<file path="config.mk">
export PLATFORM = sky130hd
export DESIGN_NAME = multi_cycle_ls_core
export DESIGN_NICKNAME = d
export VERILOG_FILES = /design/src/rtl/multi_cycle_ls_core.sv
export SDC_FILE = /design/constraint.sdc
export NUM_CORES = 2
export LEC_CHECK = 0
export BUFFER_PORTS_ARGS = -buffer_cell sky130_fd_sc_hd__buf_2
export CORE_ASPECT_RATIO = 1.2
export CORE_MARGIN = 4
export CORE_UTILIZATION = 65
export CTS_BUF_LIST = sky130_fd_sc_hd__clkbuf_2 sky130_fd_sc_hd__clkbuf_4 sky130_fd_sc_hd__clkbuf_8
export DETAILED_ROUTE_END_ITERATION = 16
export PLACE_DENSITY_LB_ADDON = 0.2
export REMOVE_ABC_BUFFERS = 1
export SKIP_CTS_REPAIR_TIMING = 1
export SLEW_MARGIN = 0
export SYNTH_ARGS = -nofsm -noshare
export SYNTH_HDL_FRONTEND = slang
export SYNTH_SLANG_ARGS = --single-unit
export TNS_END_PERCENT = 30
</file>
<file path="constraint.sdc">
create_clock -name clk -period 45 [get_ports clk]
set_input_delay 2.25 -clock clk [delete_from_list [all_inputs] [get_ports clk]]
set_output_delay 2.25 -clock clk [all_outputs]
set_load 0.01 [all_outputs]
</file>
<file path="src/rtl/multi_cycle_ls_core.sv">
// multi_cycle_ls_core: multi-cycle RV32 core (LW/SW/ADDI/ADD) with req/ready memories.
// Optional PERF_CNT_EN adds cycle and retired-instruction counters.
module multi_cycle_ls_core #(
    parameter logic [31:0] RESET_PC = 32'h0000_0000,
    parameter int ADDR_W = 32,
    parameter int NREGS = 32
) (
    input  logic              clk,
    input  logic              rst,
    output logic              imem_req,
    output logic [ADDR_W-1:0] imem_addr,
    input  logic              imem_ready,
    input  logic [31:0]       imem_rdata,
    output logic              dmem_req,
    output logic              dmem_we,
    output logic [ADDR_W-1:0] dmem_addr,
    output logic [31:0]       dmem_wdata,
    input  logic              dmem_ready,
    input  logic [31:0]       dmem_rdata,
    output logic              trap,
    output logic [1:0]        trap_cause
`ifdef PERF_CNT_EN
    ,
    output logic [31:0]       cyc_cnt,
    output logic [31:0]       ret_cnt
`endif
);
    localparam int RW = $clog2(NREGS);
    typedef enum logic [2:0] {FETCH, DECODE, EXEC, MEM, WB, TRAP} state_t;
    state_t state, state_nx;
    logic [31:0] pc, ir, a, b, imm, alu_out, mdr, alu_sum;
    logic [31:0] regs [NREGS];
    logic [1:0] cause, cause_nx;
    logic is_lw, is_sw, is_addi, is_add, mem_op, ok1, ok2, okd, legal;
    assign is_lw   = ir[6:0] == 7'b0000011 && ir[14:12] == 3'b010;
    assign is_sw   = ir[6:0] == 7'b0100011 && ir[14:12] == 3'b010;
    assign is_addi = ir[6:0] == 7'b0010011 && ir[14:12] == 3'b000;
    assign is_add  = ir[6:0] == 7'b0110011 && ir[14:12] == 3'b000 && ir[31:25] == 7'b0;
    assign mem_op  = is_lw || is_sw;
    // Only register fields the instruction actually uses are range-checked
    assign ok1 = 32'(ir[19:15]) < NREGS;
    assign ok2 = 32'(ir[24:20]) < NREGS;
    assign okd = 32'(ir[11:7]) < NREGS;
    assign legal = ((is_lw || is_addi) && ok1 && okd) || (is_sw && ok1 && ok2) || (is_add && ok1 && ok2 && okd);
    assign alu_sum = a + (is_add ? b : imm);
    always_comb begin
        state_nx = state;
        cause_nx = cause;
        case (state)
            FETCH:  state_nx = imem_ready ? DECODE : FETCH;
            DECODE: begin
                state_nx = legal ? EXEC : TRAP;
                cause_nx = legal ? cause : 2'b01;
            end
            EXEC: begin
                state_nx = (mem_op && alu_sum[1:0] != 2'b00) ? TRAP : (mem_op ? MEM : WB);
                cause_nx = (mem_op && alu_sum[1:0] != 2'b00) ? 2'b10 : cause;
            end
            MEM:    state_nx = dmem_ready ? (is_sw ? FETCH : WB) : MEM;
            WB:     state_nx = FETCH;
            default: state_nx = TRAP;
        endcase
    end
    always_ff @(posedge clk or posedge rst) begin
        if (rst) begin
            state <= FETCH;
            pc <= RESET_PC;
            ir <= '0;
            a <= '0;
            b <= '0;
            imm <= '0;
            alu_out <= '0;
            mdr <= '0;
            cause <= '0;
            for (int i = 0; i < NREGS; i++) regs[i] <= '0;
        end else begin
            state <= state_nx;
            cause <= cause_nx;
            if (state == FETCH && imem_ready) ir <= imem_rdata;
            if (state == DECODE) begin
                a <= regs[ir[15 +: RW]];
                b <= regs[ir[20 +: RW]];
                imm <= is_sw ? {{20{ir[31]}}, ir[31:25], ir[11:7]} : {{20{ir[31]}}, ir[31:20]};
            end
            if (state == EXEC) alu_out <= alu_sum;
            if (state == MEM && dmem_ready && is_lw) mdr <= dmem_rdata;
            if ((state == MEM && dmem_ready && is_sw) || state == WB) pc <= pc + 32'd4;
            if (state == WB && ir[11:7] != 5'd0) regs[ir[7 +: RW]] <= is_lw ? mdr : alu_out;
        end
    end
`ifdef PERF_CNT_EN
    always_ff @(posedge clk or posedge rst) begin
        if (rst) begin
            cyc_cnt <= '0;
            ret_cnt <= '0;
        end else begin
            cyc_cnt <= cyc_cnt + (state != TRAP ? 32'd1 : 32'd0);
            ret_cnt <= ret_cnt + (((state == MEM && dmem_ready && is_sw) || state == WB) ? 32'd1 : 32'd0);
        end
    end
`endif
    assign imem_req   = !rst && state == FETCH;
    assign imem_addr  = rst ? '0 : pc[ADDR_W-1:0];
    assign dmem_req   = !rst && state == MEM;
    assign dmem_we    = dmem_req && is_sw;
    assign dmem_addr  = rst ? '0 : alu_out[ADDR_W-1:0];
    assign dmem_wdata = rst ? '0 : b;
    assign trap       = state == TRAP;
    assign trap_cause = cause;
endmodule

</file>
-- After elaboration in Yosys (flattened, before gate mapping)
Cells that the tools add are included.
- bits in registers: 1233
- bits of input ports: 68
- output and inout bits: 102
- logic and storage cells: 115
- add/sub/neg operators: 2
- order comparisons: 4
- equality and inequality tests: 12
- multiplexer cells: 25
- bitwise gates (word level): 3
- reduce and logical (&&, ||, !) cells: 28
- operators with widths (operator ; count):
    bitwise mux 1024 bit ; 1
    binary-select mux 32 bit (select 5 bit) ; 2
    two-way mux 32 bit ; 10
    demux 32 bit (select 5 bit) ; 1
    adder 32 x 3 -> 32 bit (second input constant) ; 1
    adder 32 bit ; 1
    >= comparator 6 bit (second input constant) ; 3
    NOT 5 -> 6 bit ; 3
    logical AND 1 bit ; 15
    two-way mux 3 bit ; 5
    one-hot mux 3 bit (5 select lines) ; 1
    == test 7 x 6 -> 1 bit (second input constant) ; 2
    == test 3 x 2 -> 1 bit (second input constant) ; 3
    == test 7 x 2 -> 1 bit (second input constant) ; 1
    == test 7 x 5 -> 1 bit (second input constant) ; 1
    logical NOT 7 bit ; 1
    == test 3 bit (second input constant) ; 2
    logical NOT 3 bit ; 2
    less-than comparator 6 x 1 -> 1 bit (second input constant) ; 1
    logical OR 1 bit ; 5
    two-way mux 5 bit ; 1
    nonzero test 5 bit ; 1
    two-way mux 2 bit ; 2
    != test 2 bit (second input constant) ; 2
    6 further kinds ; 7

-- Logic depth before layout (Yosys ltp)
- depth after elaboration: 9
- depth in mapped cells: 17
- depth with buffers taken out: 14

-- Worst setup path after synthesis
OpenSTA, ideal clock, no wires.
- path type: in2out
- from: input port rst
- to: output port dmem_wdata[10]
- arrival: 2912 ps
- required time: 42750 ps
- setup slack: 39838 ps
- stages on the path: 3
- buffers on the path: 2
- cell sequence: clkbuf_1 clkbuf_1 nor2b_1
- cells in the longest elaborated chain, start to end: 1
- RTL lines (what ; RTL line ; text):
    start, declared ; 9 ; input logic rst,
    two-way mux 32 bit ; 107 ; assign dmem_wdata = rst ? '0 : b;
    end, declared ; 17 ; output logic [31:0] dmem_wdata,
No other way between the ends.

-- Worst setup path after layout
- from: input port rst
- to: output port dmem_wdata[3]
The elaborated chain is that of the path after synthesis.

==> impl_table.tex <==
\begin{tabular}{lr}
\hline
Metric & Value \\
\hline
\multicolumn{2}{l}{\textbf{Outcome}} \\
\quad Result of the run & finished, final reports clean \\
\multicolumn{2}{l}{\textbf{Power and ir drop}} \\
\quad Portion of total power attributed to combinational logic & 0.298 \\
\quad Power per standard cell area & 53.61 mW/mm\^{}2 \\
\quad Worst voltage drop across the vdd grid & 39.02 uV \\
\quad Clock network fraction of design power & 0.285 \\
\quad Internal & 2419 uW \\
\quad Overall Power & 3659 uW \\
\quad Relative contribution of sequential cells to total power & 0.417 \\
\quad Switch Pwr & 1240 uW \\
\quad Leakage dissipation & 0.02954 uW \\
\quad Switch share & 0.3390 \\
\multicolumn{2}{l}{\textbf{Worst hold path}} \\
\quad Hold Path Stages & 0 \\
\quad Worst min path class & register to register \\
\multicolumn{2}{l}{\textbf{Clocking}} \\
\quad Clock transition at path regs & 0.06 ns \\
\quad Largest buffer count on any clock path & 3 \\
\quad H-Tree Level Count & 4 \\
\quad Clk sink count & 1231 \\
\quad Number of CTS-inserted buffers & 188 \\
\quad CTS tree & built \\
\quad Insertion delay to the later sink of the worst-skew pair & 0.88 ns \\
\quad Cell at the root of the clock tree & clkbuf\_8 \\
\multicolumn{2}{l}{\textbf{Critical path}} \\
\quad Cell occurring most often along the worst timing path & buf\_4 \\
\quad CP Capture Type & primary output \\
\quad R2R cell count & 14 \\
\quad Crit path max fanout & 84 \\
\quad Crit path DAT & 3.68 ns \\
\quad Critical path buffers and inverters & 3 \\
\quad Max stage delay cell, worst path & buf\_4 \\
\quad Data required, critical path & 42.75 ns \\
\quad Cells along the critical path & buf\_4 > buf\_4 > nor2b\_1 > buf\_2 \\
\quad WP depth & 4 \\
\quad Crit start category & primary input \\
\quad CP delay by family, top & buffers and inverters \\
\quad Category of the most critical setup path & primary input to primary output \\
\quad Delay contributed by the slowest stage of the critical path & 0.81 ns \\
\multicolumn{2}{l}{\textbf{GRT}} \\
\quad Pin count of the biggest net entering global routing & 167 \\
\quad Wire length of the first global-routing pass & 282.5 mm \\
\quad Initial antenna violation count & 13 \\
\quad Total track usage & 0.3716 \\
\quad Global-route congestion overflow total & 0 \\
\quad Via count of the first global-routing pass & 46200 \\
\multicolumn{2}{l}{\textbf{STA}} \\
\quad Fin crit share & 0.1317 \\
\quad Post-route worst setup slack & 39.07 ns \\
\quad Final setup violation count & 0 \\
\quad Slew Limit Headroom & 0.1984 \\
\quad Final worst clock skew & 0.05353 ns \\
\quad Hold violation total from the final report & 0 \\
\quad Final worst hold slack & 0.3968 ns \\
\quad Final sum of negative setup slack & 0 ns \\
\quad Setup repair after global routing missed its margin & no \\
\quad Peak clock frequency supported by timing & 168.8 MHz \\
\quad Fin. max-slew vios & 0 \\
\quad Final Critical Period & 5.925 ns \\
\quad Least-Margin Pin Slew & 1.202 ns \\
\multicolumn{2}{l}{\textbf{Placement}} \\
\quad Routability congestion estimate & 0.9070 \\
\quad Post-detailed-placement half-perimeter wirelength & 103.5 mm \\
\quad Cells after DPL & 6306 \\
\quad Worst slack at placement & 38.31 ns \\
\quad Number of port buffers & 167 \\
\multicolumn{2}{l}{\textbf{Die}} \\
\quad Starting density of the core & 0.6555 \\
\quad Height of the die & 347.8 um \\
\quad IO Pins & 170 \\
\quad Die Footprint & 0.1013 mm\^{}2 \\
\quad Floorplan row count & 124 \\
\quad Die width & 291.2 um \\
\quad Standard cell core area & 0.09542 mm\^{}2 \\
\multicolumn{2}{l}{\textbf{Synthesis}} \\
\quad Cell type with the largest total area after synthesis & dfrtp\_1 \\
\quad Mean cell area of the mapped netlist & 11.74 um\^{}2 \\
\quad Dominant cell by count in the synthesized netlist & dfrtp\_1 \\
\quad Post-synth top flop & dfrtp\_1 \\
\quad Async set-or-reset flop fraction in the synthesized netlist & 1.000 \\
\quad Number of warnings issued by yosys & 0 \\
\quad Synthesized instance count & 5328 \\
\quad Number of distinct standard cells referenced by the synthesized netlist & 71 \\
\quad Post-synthesis instance area & 0.06255 mm\^{}2 \\
\quad Top post-synthesis cells by count & dfrtp\_1 (1231), mux4\_2 (640), nand2\_1 (602), a21oi\_1 (588), nor2\_1 (588) \\
\quad Cell types occupying the most area after synthesis & dfrtp\_1 (49\%), mux4\_2 (23\%), a21oi\_1 (4.7\%) \\
\quad Fraction of the yosys area taken by sequential cells & 0.4925 \\
\quad Count of flip-flops with a built-in enable after synthesis & 0 \\
\quad Total of flip-flops plus latches after synthesis & 1231 \\
\quad Top cell type's share of synthesized area & 0.4925 \\
\multicolumn{2}{l}{\textbf{Routing}} \\
\quad Routed len/inst & 27.93 um \\
\quad First-iteration detailed-routing DRC count & 5873 \\
\quad Count of TritonRoute iterations in the first routing pass & 6 \\
\quad DRC violation count after routing & 0 \\
\quad Routed vias/inst & 6.868 \\
\quad Via count & 45690 \\
\quad Routed WL & 185.8 mm \\
\quad Detail Route Antenna Nets & 0 \\
\multicolumn{2}{l}{\textbf{Cells and area}} \\
\quad Final net count & 5338 \\
\quad Layout cell share with drive strength beyond 1 & 0.2633 \\
\quad Synthesis-to-finish area growth & 9.123\% \\
\quad Non-filler instance count after layout & 6652 \\
\multicolumn{2}{l}{\textbf{Run}} \\
\quad Count of max-cap constraint violations & 0 \\
\hline
\end{tabular}
-- metal layers --
layer  GRT usage  vias to the layer above  share of wire
met5           0                        -        0.00012
met4      0.1983                        4          0.062
met3     0.09073                      634           0.11
met1      0.5084                    23050           0.37
met2      0.5637                     2904           0.46
li1            -                    19100              -
-- power by group through the flow --
stage	Clock (uW)	Combinational, uW	Sequential [uW]
after detailed placement	0	1080	1530
after floorplan	0	847	1520
after CTS	1050	1080	1520
after global placement	0	1050	1520
after global routing	1100	1170	1540
final	1040	1090	1530
-- path summary, 6_finish.rpt --
| path | from | to | slack (ns) |
|---|---|---|---|
| setup / recovery | rst | dmem_wdata[3] | 39.07 |
| hold / removal | regs[1004]$_DFFE_PP0P_ | regs[1004]$_DFFE_PP0P_ | 0.40 |
| setup reg to reg | ir[5]$_DFFE_PP0P_ | alu_out[30]$_DFFE_PP0P_ | 39.63 |
| hold reg to reg | regs[1004]$_DFFE_PP0P_ | regs[1004]$_DFFE_PP0P_ | 0.40 |
| max in group asynchronous | rst | regs[558]$_DFFE_PP0P_ | 39.40 |
| min in group asynchronous | rst | regs[10]$_DFFE_PP0P_ | 1.63 |
-- placed cells by master, fill, tap and decap left out, drive strengths merged, types with 5 or more instances in the layout --
| cell type | count |
|---|---|
| mux4 | 640 |
| ha | 33 |
| inv | 13 |
| bufinv | 9 |
| buf | 259 |
| xnor2 | 36 |
| xor2 | 20 |
| nand3 | 18 |
| diode | 6 |
| o21ai | 561 |
| nor3 | 11 |
| nor2 | 597 |
| mux2 | 83 |
| and3 | 12 |
| a21oi | 588 |
| clkinv | 23 |
| clkinvlp | 9 |
| clkbuf | 296 |
| nand2b | 7 |
| mux2i | 105 |
| or3 | 5 |
| nor2b | 103 |
| nand2 | 602 |
| dfrtp | 1231 |
| a21o | 33 |
| o211ai | 6 |
| nand4 | 17 |
-- stage by stage --
step,cell area (um^2),util
after detailed placement,63950,0.6702
after CTS,68240,0.7152
after global placement,63950,0.6702
after global routing,68240,0.7152
final,68260,0.7154
after floorplan,60370,-
-- state kept, by name, indices dropped and copies added (netlist names) --
name        cells
alu_out        32
trap_cause      2
imm            12
pc             30
b              32
a              32
ir             32
regs         1024
state           3
mdr            32
-- area by class of cell --
type	instances	area, um^2
diodes	6	15.01
flip-flops and latches	1231	30840
fillers	6535	27160
clock inverters	44	504.2
repair buffers	259	1567
well taps	1260	1577
multi-input cells	3546	29910
clock buffers	296	3792
inverters	10	45.04
-- cell families (layout without fill, tap and decap cells) --
logic type	count (synthesis)	in the layout	share of synthesized area
other	1	8	0.00005995
multiplexers	828	828	0.2622
XOR/XNOR	56	56	0.007841
AO/OA/AOI/OAI	1228	1228	0.1020
buffers and inverters	552	609	0.03553
AND/OR/NAND/NOR	1398	1398	0.09302
adder cells (fa/ha/maj)	34	34	0.006921
flip-flops	1231	1231	0.4925
No activity file was read; power rests on OpenSTA's default activity.
